--- src/rtl/mips_boot_pkg.sv ---
// Shared types and constants for the boot loader.
//   boot_state_t : loader FSM states
//   ERR_*        : err_code encodings
//   TGT_*        : write-target indices (bit position in wr_en)
package mips_boot_pkg;

  typedef enum logic [2:0] {
    StHdr,
    StAddr,
    StData,
    StCsum,
    StRun,
    StErr
  } boot_state_t;

  localparam logic [1:0] ERR_NONE = 2'd0;
  localparam logic [1:0] ERR_TGT  = 2'd1;
  localparam logic [1:0] ERR_CSUM = 2'd2;

  localparam int unsigned TGT_IM  = 0;
  localparam int unsigned TGT_DM  = 1;
  localparam int unsigned TGT_REG = 2;

endpackage

--- src/rtl/mips_boot_loader_if.sv ---
// Boot stream and storage write bus.
//   in_valid/in_data/in_ready : valid/ready word stream into the loader
//   wr_en/wr_addr/wr_data     : one-hot write port out to IM/DM/REG
// slave = loader side, master = stream source / storage side.
interface mips_boot_loader_if #(
  parameter int unsigned DATA_W      = 32,
  parameter int unsigned ADDR_W      = 16,
  parameter int unsigned NUM_TARGETS = 3
) ();

  logic                   in_valid;
  logic [DATA_W-1:0]      in_data;
  logic                   in_ready;
  logic [NUM_TARGETS-1:0] wr_en;
  logic [ADDR_W-1:0]      wr_addr;
  logic [DATA_W-1:0]      wr_data;

  modport master (
    output in_valid, in_data,
    input  in_ready, wr_en, wr_addr, wr_data
  );

  modport slave (
    input  in_valid, in_data,
    output in_ready, wr_en, wr_addr, wr_data
  );

endinterface

--- src/rtl/boot_record_checker.sv ---
// Running modulo-2^DATA_W sum of a record's data words.
//   clear_i      : zero the sum (wins over add_i)
//   add_i/data_i : accumulate data_i
//   check_data_i : candidate checksum; match_o = (sum == check_data_i)
module boot_record_checker #(
  parameter int unsigned DATA_W = 32
) (
  input  logic              clk,
  input  logic              rst_n,
  input  logic              clear_i,
  input  logic              add_i,
  input  logic [DATA_W-1:0] data_i,
  input  logic [DATA_W-1:0] check_data_i,
  output logic              match_o
);

  logic [DATA_W-1:0] sum_q, sum_d;

  always_comb begin
    sum_d = sum_q;
    if (clear_i) begin
      sum_d = '0;
    end else if (add_i) begin
      sum_d = sum_q + data_i;
    end
  end

  always_ff @(posedge clk or negedge rst_n) begin
    if (!rst_n) begin
      sum_q <= '0;
    end else begin
      sum_q <= sum_d;
    end
  end

  assign match_o = (sum_q == check_data_i);

endmodule

--- src/rtl/mips_boot_loader.sv ---
// Boot image loader: decodes HDR/ADDR/DATA/CSUM records from a word stream
// and writes data words into IM/DM/REG, releasing the core on end-of-image.
//   clk, rst_n   : clock, async active-low reset
//   bus (slave)  : input stream and one-hot storage write port
//   restart      : sync pulse, abandon image and return to header decode
//   cpu_run      : image loaded and verified
//   err/err_code : sticky error and cause
//   words_loaded : saturating count of write pulses since reset/restart
module mips_boot_loader
  import mips_boot_pkg::*;
#(
  parameter int unsigned DATA_W      = 32,
  parameter int unsigned ADDR_W      = 16,
  parameter int unsigned NUM_TARGETS = 3,
  parameter int unsigned TGT_W       = 2,
  parameter int unsigned CNT_W       = 16
) (
  input  logic                clk,
  input  logic                rst_n,
  mips_boot_loader_if.slave   bus,
  input  logic                restart,
  output logic                cpu_run,
  output logic                err,
  output logic [1:0]          err_code,
  output logic [31:0]         words_loaded
);

  boot_state_t state_q, state_d;
  logic [TGT_W-1:0]       tgt_q, tgt_d;
  logic [CNT_W-1:0]       cnt_q, cnt_d;
  logic [ADDR_W-1:0]      addr_q, addr_d;
  logic                   rdy_q, rdy_d;
  logic [1:0]             err_code_q, err_code_d;
  logic [31:0]            words_q, words_d;
  // Stage 1 holds an accepted data word; stage 2 drives the write port.
  logic                   s1_vld_q, s1_vld_d;
  logic [TGT_W-1:0]       s1_tgt_q, s1_tgt_d;
  logic [ADDR_W-1:0]      s1_addr_q, s1_addr_d;
  logic [DATA_W-1:0]      s1_data_q, s1_data_d;
  logic [NUM_TARGETS-1:0] wr_en_q, wr_en_d;
  logic [ADDR_W-1:0]      wr_addr_q, wr_addr_d;
  logic [DATA_W-1:0]      wr_data_q, wr_data_d;

  logic             xfer, csum_clear, csum_add, csum_match;
  logic [TGT_W-1:0] hdr_tgt;
  logic [CNT_W-1:0] hdr_cnt;

  // restart drops any concurrent stream word
  assign xfer    = bus.in_valid && rdy_q && !restart;
  assign hdr_tgt = bus.in_data[DATA_W-1 -: TGT_W];
  assign hdr_cnt = bus.in_data[CNT_W-1:0];

  boot_record_checker #(
    .DATA_W (DATA_W)
  ) u_checker (
    .clk          (clk),
    .rst_n        (rst_n),
    .clear_i      (csum_clear),
    .add_i        (csum_add),
    .data_i       (bus.in_data),
    .check_data_i (bus.in_data),
    .match_o      (csum_match)
  );

  always_comb begin
    state_d    = state_q;
    tgt_d      = tgt_q;
    cnt_d      = cnt_q;
    addr_d     = addr_q;
    err_code_d = err_code_q;
    s1_vld_d   = 1'b0;
    s1_tgt_d   = s1_tgt_q;
    s1_addr_d  = s1_addr_q;
    s1_data_d  = s1_data_q;
    csum_clear = 1'b0;
    csum_add   = 1'b0;
    wr_en_d    = '0;
    wr_addr_d  = wr_addr_q;
    wr_data_d  = wr_data_q;
    words_d    = ((wr_en_q != '0) && (words_q != '1)) ? words_q + 32'd1 : words_q;

    if (s1_vld_q) begin
      wr_en_d   = NUM_TARGETS'(1) << s1_tgt_q;
      wr_addr_d = s1_addr_q;
      wr_data_d = s1_data_q;
    end

    if (restart) begin
      state_d    = StHdr;
      err_code_d = ERR_NONE;
      words_d    = '0;
      wr_en_d    = '0;
      csum_clear = 1'b1;
    end else if (xfer) begin
      unique case (state_q)
        StHdr: begin
          if (hdr_cnt == '0) begin
            state_d = StRun;
          end else if (32'(hdr_tgt) >= NUM_TARGETS) begin
            err_code_d = ERR_TGT;
            state_d    = StErr;
          end else begin
            tgt_d      = hdr_tgt;
            cnt_d      = hdr_cnt;
            csum_clear = 1'b1;
            state_d    = StAddr;
          end
        end
        StAddr: begin
          addr_d  = bus.in_data[ADDR_W-1:0];
          state_d = StData;
        end
        StData: begin
          s1_vld_d  = 1'b1;
          s1_tgt_d  = tgt_q;
          s1_addr_d = addr_q;
          s1_data_d = bus.in_data;
          addr_d    = addr_q + 1'b1;
          cnt_d     = cnt_q - 1'b1;
          csum_add  = 1'b1;
          if (cnt_q == CNT_W'(1)) state_d = StCsum;
        end
        StCsum: begin
          if (csum_match) begin
            state_d = StHdr;
          end else begin
            err_code_d = ERR_CSUM;
            state_d    = StErr;
          end
        end
        default: ;
      endcase
    end

    rdy_d = (state_d inside {StHdr, StAddr, StData, StCsum});
  end

  always_ff @(posedge clk or negedge rst_n) begin
    if (!rst_n) begin
      state_q    <= StHdr;
      tgt_q      <= '0;
      cnt_q      <= '0;
      addr_q     <= '0;
      rdy_q      <= 1'b0;
      err_code_q <= ERR_NONE;
      words_q    <= '0;
      s1_vld_q   <= 1'b0;
      s1_tgt_q   <= '0;
      s1_addr_q  <= '0;
      s1_data_q  <= '0;
      wr_en_q    <= '0;
      wr_addr_q  <= '0;
      wr_data_q  <= '0;
    end else begin
      state_q    <= state_d;
      tgt_q      <= tgt_d;
      cnt_q      <= cnt_d;
      addr_q     <= addr_d;
      rdy_q      <= rdy_d;
      err_code_q <= err_code_d;
      words_q    <= words_d;
      s1_vld_q   <= s1_vld_d;
      s1_tgt_q   <= s1_tgt_d;
      s1_addr_q  <= s1_addr_d;
      s1_data_q  <= s1_data_d;
      wr_en_q    <= wr_en_d;
      wr_addr_q  <= wr_addr_d;
      wr_data_q  <= wr_data_d;
    end
  end

  assign bus.in_ready = rdy_q;
  assign bus.wr_en    = wr_en_q;
  assign bus.wr_addr  = wr_addr_q;
  assign bus.wr_data  = wr_data_q;
  assign cpu_run      = (state_q == StRun);
  assign err          = (state_q == StErr);
  assign err_code     = err_code_q;
  assign words_loaded = words_q;

endmodule
--- src/flat_wrapper.sv ---
// flat-port wrapper written by rule: the top's interface ports become plain ports
module mips_boot_loader_flat import mips_boot_pkg::*;
#(
  parameter int unsigned DATA_W      = 32,
  parameter int unsigned ADDR_W      = 16,
  parameter int unsigned NUM_TARGETS = 3,
  parameter int unsigned TGT_W       = 2,
  parameter int unsigned CNT_W       = 16
)
  (clk, rst_n, restart, cpu_run, err, err_code, words_loaded, bus_in_valid, bus_in_data, bus_in_ready, bus_wr_en, bus_wr_addr, bus_wr_data);
  mips_boot_loader_if #(.DATA_W(DATA_W), .ADDR_W(ADDR_W), .NUM_TARGETS(NUM_TARGETS)) bus_i ();
  input  logic clk;
  input  logic rst_n;
  input  logic restart;
  output logic cpu_run;
  output logic err;
  output logic [1:0] err_code;
  output logic [31:0] words_loaded;
  input wire logic [$bits(bus_i.in_valid)-1:0] bus_in_valid;
  input wire logic [$bits(bus_i.in_data)-1:0] bus_in_data;
  output wire logic [$bits(bus_i.in_ready)-1:0] bus_in_ready;
  output wire logic [$bits(bus_i.wr_en)-1:0] bus_wr_en;
  output wire logic [$bits(bus_i.wr_addr)-1:0] bus_wr_addr;
  output wire logic [$bits(bus_i.wr_data)-1:0] bus_wr_data;
  assign bus_i.in_valid = bus_in_valid;
  assign bus_i.in_data = bus_in_data;
  assign bus_in_ready = bus_i.in_ready;
  assign bus_wr_en = bus_i.wr_en;
  assign bus_wr_addr = bus_i.wr_addr;
  assign bus_wr_data = bus_i.wr_data;
  mips_boot_loader #(.DATA_W(DATA_W), .ADDR_W(ADDR_W), .NUM_TARGETS(NUM_TARGETS), .TGT_W(TGT_W), .CNT_W(CNT_W)) u_core (.clk(clk), .rst_n(rst_n), .bus(bus_i), .restart(restart), .cpu_run(cpu_run), .err(err), .err_code(err_code), .words_loaded(words_loaded));
endmodule
--- config.mk ---
export PLATFORM = sky130hd
export DESIGN_NAME = mips_boot_loader_flat
export DESIGN_NICKNAME = d
export VERILOG_FILES = /design/src/rtl/mips_boot_pkg.sv /design/src/rtl/mips_boot_loader_if.sv /design/src/rtl/boot_record_checker.sv /design/src/rtl/mips_boot_loader.sv /design/src/flat_wrapper.sv
export SDC_FILE = /design/constraint.sdc
export NUM_CORES = 1
export LEC_CHECK = 0
export CELL_PAD_IN_SITES_DETAIL_PLACEMENT = 0
export CELL_PAD_IN_SITES_GLOBAL_PLACEMENT = 2
export CORE_MARGIN = 8
export CORE_UTILIZATION = 35
export DETAILED_ROUTE_END_ITERATION = 8
export PLACE_DENSITY = 0.81
export RECOVER_POWER = 100
export SETUP_SLACK_MARGIN = 0.3
export SYNTH_ARGS = -nofsm -noshare
export SYNTH_HDL_FRONTEND = slang
export SYNTH_SLANG_ARGS = --single-unit
--- constraint.sdc ---
create_clock -name clk -period 2.7 [get_ports clk]
set_clock_uncertainty 0.15 [all_clocks]
set_input_delay 0.405 -clock clk [delete_from_list [all_inputs] [get_ports clk]]
set_output_delay 0.405 -clock clk [all_outputs]
set_load 0.01 [all_outputs]
# Yosys cells after proc, flatten, opt, wreduce, memory -nomap -nowiden
# Index checks and enable logic that the tools add are counted.
[op_classes] add_sub_neg=4 n_lt_le_gt_ge=1 n_eq_ne=16 n_shift=1 mux=31 n_bitwise=3 n_reduce_logical=20
[ops] cell="32-bit 2-to-1 mux" n=4
[ops] cell="16-bit one-hot mux with 2 select lines" n=2
[ops] cell="32-bit by 1-bit adder with 32-bit output (second input constant)" n=1
[ops] cell="32-bit adder" n=1
[ops] cell="32-bit == test" n=1
[ops] cell="16-bit 2-to-1 mux" n=2
[ops] cell="32-bit inequality test (second input constant)" n=1
[ops] cell="3-bit 2-to-1 mux" n=8
[ops] cell="16-bit by 1-bit adder with 16-bit output (second input constant)" n=1
[ops] cell="16-bit by 1-bit == test with 1-bit output (second input constant)" n=1
[ops] cell="16-bit zero test" n=1
[ops] cell="16-bit by 1-bit subtractor with 16-bit output (second input constant)" n=1
[ops] cell="5-bit AND reduction" n=3
[ops] cell="3-bit by 2-bit == test with 1-bit output (second input constant)" n=4
[ops] cell="3-bit one-hot mux with 4 select lines" n=1
[ops] cell="2-bit 2-to-1 mux" n=5
[ops] cell="2-bit nonzero test" n=5
[ops] cell="1-bit 2-to-1 mux" n=8
[ops] cell="3-bit by 1-bit == test with 1-bit output (second input constant)" n=2
[ops] cell="3-bit == test (second input constant)" n=2
[ops] cell="3-bit zero test" n=2
[ops] cell="3-bit inequality test (second input constant)" n=2
[ops] cell="3-bit AND reduction" n=2
[ops] cell="3-bit nonzero test" n=2
[ops] cell="other kinds (9)" n=14
[word_totals] register_bits=206 in_bits=36 wordCells=91

# Logic depth before layout (Yosys ltp)
[logic_depth] ltp_word=8 depth_mapped=11

# Hierarchy
# A second synthesis with hierarchy kept.
[unflattened] hier_cells=1121 hier_area_um2=11439.7
[modules_own_cells] module="mips_boot_loader" instances=1 cells_each=698 area_per_inst_um2=7915.1
[modules_own_cells] module="boot_record_checker" instances=1 cells_each=423 area_per_inst_um2=3524.6

# Worst setup path before layout
# No wires, ideal clock.
[synth_path] path_type="in2reg" start="input bus_in_data[0]" end="register u_core.u_checker.sum_q[24]" setup_time_ps=83 arrival_time_ps=2322 required_ps=2467 path_slack_ps=145 path_stages=11 cell_sequence="ha_1 -> inv_1 -> fa_1 -> nor2b_1 -> o211ai_2 -> a211oi_1 -> a311oi_2 -> a21oi_1 -> a31oi_1 -> xor2_1 -> o21ai_0"
[synth_between] elab_chain_cells=6 word_cells_on_any_way=9 classes_between="add/sub: 1; mux: 6; reduce/logical: 2"
[synth_rtl] item="from (decl)" line="flat_wrapper.sv:20" rtl="input wire logic [$bits(bus_i.in_data)-1:0] bus_in_data;"
[synth_rtl] item="parallel branches: the longest is 6 deep, another holds 32-bit adder"
[synth_rtl] item="to (signal assigned)" line="boot_record_checker.sv:32" rtl="sum_q <= sum_d;"
[synth_rtl] item="to (decl)" line="boot_record_checker.sv:17" rtl="logic [DATA_W-1:0] sum_q, sum_d;"
# Several ways; the timed one is not identified. The select of a mux whose other input is x is not followed.
# A chain may end at the register's enable or synchronous reset.

# Worst setup path after layout
[layout_path] start="register u_core.state_q[0]" end="output err"
[layout_between] elab_chain_cells=1
[layout_rtl] item="from (decl)" line="mips_boot_loader.sv:28" rtl="boot_state_t state_q, state_d;"
[layout_rtl] item="from (signal assigned)" line="mips_boot_loader.sv:140" rtl="state_q <= StHdr;"
[layout_rtl] item="from (signal assigned)" line="mips_boot_loader.sv:155" rtl="state_q <= state_d;"
[layout_rtl] item="3-bit == test" line="mips_boot_loader.sv:177" rtl="assign err = (state_q == StErr);"
[layout_rtl] item="to (decl)" line="flat_wrapper.sv:16" rtl="output logic err;"
# No other way between the ends.

==> results.toml <==
[floorplanning]
die_h_um = 191
core_mm2 = 0.0304
die_x_um = 191
die_area_mm2 = 0.0366
ios = 124
initial_core_util_pct = 35.4
rows = 64

[worst_setup_path]
criticalPathCategory = "flip-flop to output pin"
cp_top_family = "buffers and inverters"
crit_buf_inv = 2
arrival_ps = 2050
critPathMaxStageDelay_ps = 680
cp.required_ps = 2140
r2r_slack_ps = 160
slowest_stage = "dlygate4sd3_1"
cp_max_fo = 9
worstSetupStartpointType = "flip-flop"
critPathCaptureType = "output pin"
crit_path_cell_trace = "buf_4 > and3b_1 > dlygate4sd3_1"

[clock_network]
cts_max_level = 1
tritoncts = "yes"
cts_num_sinks = 206
clk_path_buf_depth = 3
cts_buffers = 24
path_clk_slew_ps = 60
clkLatencyLatePin_ps = 520
cts-root-buf = "clkbuf_16"

[sta]
rsz0062_at_grt = "yes"
setup_ws_ps = 92.7
fin_crit_sh_pct = 96.6
max_slew_margin_pct = -8.16
worst_pin_slew_ps = 1620
fin_crit_ps = 2610
holdWs_ps = 107
setup_viol = 0
slew_viol_final = 58
setup_tns_ps = 0
max_freq_mhz = 384
finalHoldViolCount = 0

[logic_synthesis]
ys_types = 83
seq_area_frac_synth_pct = 47.9
synthTopCellsByCount = "nand2_1, dfrtp_1, nor2_1"
synth_top_area_share_pct = 47.9
ys_ff_latch = 206
async_flop_share_pct = 100
netlist_area_mm2 = 0.0108
synth.avg_cell_area_um2 = 9.40
synthFlopType = "dfrtp_1"
synth_area_leaders = "dfrtp_1, nand2_1, mux2_2"
synth.largest_area_cell = "dfrtp_1"
synth_edf_count = 0
yosysMostFrequentCell = "nand2_1"
yosysWarnings = 0
syn-num-nets = 1217
synth_cells = 1145

[power]
ir_drop_mv = 0.405
power_switching_mw = 2.38
pwr-share-seq_pct = 43.7
power.density_mw_per_mm2 = 587
power.total_mw = 8.79
p_comb_share_pct = 14.5
clkPwrFrac_pct = 41.8
swShare_pct = 27.1
leakagePower_nw = 7.16
p_int_mw = 6.40

[run_status]
violations = "capacitance limit, slew limit"
outcome = "finished with violations"

[routing]
drt_iter0_drc = 511
vias = 9289
ant_nets = 0
drcViolationCount = 0
wl_per_cell_um = 17.4
drt-total-wl_mm = 31.7
first_pass_iters = 4
via_per_inst = 5.11

[cells_and_area]
n_antenna_cell = 0
drive_above_1_share_pct = 25.0
fin_nets = 1476
fin_util_pct = 49.2
fin_cells = 1818
fin_area_mm2 = 0.0150
area_growth_pct = 39.1

[place]
dpl_cell_area_mm2 = 0.0135
dp_worst_setup_slack_ps = -637
io_buffers = 123
routabilityCongestion = 0.867
dp.cells = 1750
dpl.hpwl_mm = 23.0

[job]
cap_viol_max_count = 1

[grt]
antenna_found_initial = 1
grt_pass1_wl_mm = 50.6
first_global_vias = 9236
grt_max_degree = 61
overflow = 0
grt.total_usage_pct = 16.9

[worst_hold_path]
hold_path.class = "primary input to flip-flop"
## cell usage in the layout (no fill, tap or decap), types with 7 or more instances in the layout
master | synthesis | routed
nand2_1 | 244 | 242
dfrtp_1 | 206 | 203
buf_4 | 1 | 141
dlygate4sd3_1 | 0 | 87
nor2_1 | 84 | 82
a21oi_1 | 67 | 59
o21ai_0 | 55 | 57
mux2_2 | 50 | 50
xor2_1 | 31 | 30
nand3_1 | 27 | 26
clkbuf_16 | 0 | 25
nor3_1 | 28 | 24
xnor2_1 | 23 | 22
clkdlybuf4s50_1 | 0 | 20
inv_1 | 18 | 18
ha_4 | 0 | 17
a21o_1 | 15 | 15
ha_1 | 35 | 15
o22ai_1 | 14 | 14
nand4_1 | 13 | 13
or3_1 | 14 | 12
o21ai_1 | 18 | 12
clkbuf_1 | 37 | 12
and3_1 | 12 | 11
dlygate4sd2_1 | 0 | 11
a31oi_1 | 9 | 9
a21oi_2 | 3 | 8
buf_6 | 6 | 8
clkbuf_2 | 0 | 7
## area by class of cell
| cell class | count | area [um^2] |
|---|---|---|
| fill | 2872 | 15500 |
| multi-input combinational | 860 | 5840 |
| sequential | 206 | 5160 |
| timing repair buffer | 292 | 2490 |
| clock buffer | 30 | 674 |
| tap | 396 | 495 |
| clock inverter | 14 | 234 |
| inverter | 20 | 75.1 |
## power groups by stage
stage / combinational (mW) / sequential [mW] / clock, mW
after CTS: 1.28 / 3.84 / 3.78
after detailed placement: 1.26 / 3.89 / 0
after floorplan: 0.745 / 3.79 / 0
final: 1.27 / 3.84 / 3.67
after global routing: 1.44 / 3.91 / 3.90
after global placement: 1.24 / 3.89 / 0
## logic make-up (layout without fill, tap and decap cells)
family | count (synthesis) | count (layout) | share of synthesized area [%]
mux | 52 | 52 | 5.42
flops | 206 | 206 | 47.9
simple gates | 474 | 474 | 20.0
fa+ha+maj | 36 | 36 | 4.25
buf+inv | 79 | 356 | 3.53
compound gates | 244 | 244 | 14.5
xor+xnor | 54 | 54 | 4.39
## worst paths after layout
kind / to / start / depth (start not counted)
min in group asynchronous: u_core.cnt_q[10]$_DFFE_PN0P_ / rst_n / 2
worst max register to register: u_core.u_checker.sum_q[28]$_DFFE_PN0P_ / u_core.u_checker.sum_q[0]$_DFFE_PN0P_ / 12
max in group asynchronous: u_core.u_checker.sum_q[10]$_DFFE_PN0P_ / rst_n / 3
worst min-delay path: u_core.s1_data_q[26]$_DFFE_PN0P_ / bus_in_data[26] / 3
worst max-delay path: err / u_core.state_q[0]$_DFF_PN0_ / 3
worst min register to register: u_core.s1_tgt_q[0]$_DFFE_PN0P_ / u_core.tgt_q[0]$_DFFE_PN0P_ / 2
## tightest hold or removal path, cell delays in order
cell            delay (ps)
dlymetal6s2s_1         200
nand2_1                 90
nand2_1                 40
## state kept, by name, summed over array words and instances (netlist names)
| register | cells |
|---|---|
| u_core.tgt_q | 2 |
| u_core.s1_vld_q | 1 |
| u_core.words_loaded | 32 |
| u_core.addr_q | 16 |
| u_core.cnt_q | 16 |
| u_core.bus.wr_data | 32 |
| u_core.s1_addr_q | 16 |
| u_core.state_q | 3 |
| u_core.s1_data_q | 32 |
| u_core.bus.in_ready | 1 |
| u_core.bus.wr_addr | 16 |
| u_core.u_checker.sum_q | 32 |
| u_core.err_code | 2 |
| u_core.bus.wr_en | 3 |
| u_core.s1_tgt_q | 2 |
## per-layer routing
| metal | track usage (%) | vias to the layer above | wire length [um] | share of wire (%) |
|---|---|---|---|---|
| met2 | 27.6 | 196 | 14600 | 46 |
| met4 | 3.70 | 2 | 526 | 1.7 |
| li1 | - | 4555 | - | - |
| met5 | 0 | - | 13 | 0.041 |
| met1 | 23.7 | 4498 | 14900 | 47 |
| met3 | 2.21 | 38 | 1560 | 4.9 |
## timing repair
item	CTS	global route
gates resized for setup	49	69
endpoints found under the hold margin	55	0
cloned	0	1
hold buffers	1	0
pin swaps	18	34
setup endpoints to repair	51	71
buffers inserted	9	13
No activity file was read; power rests on OpenSTA's default activity.
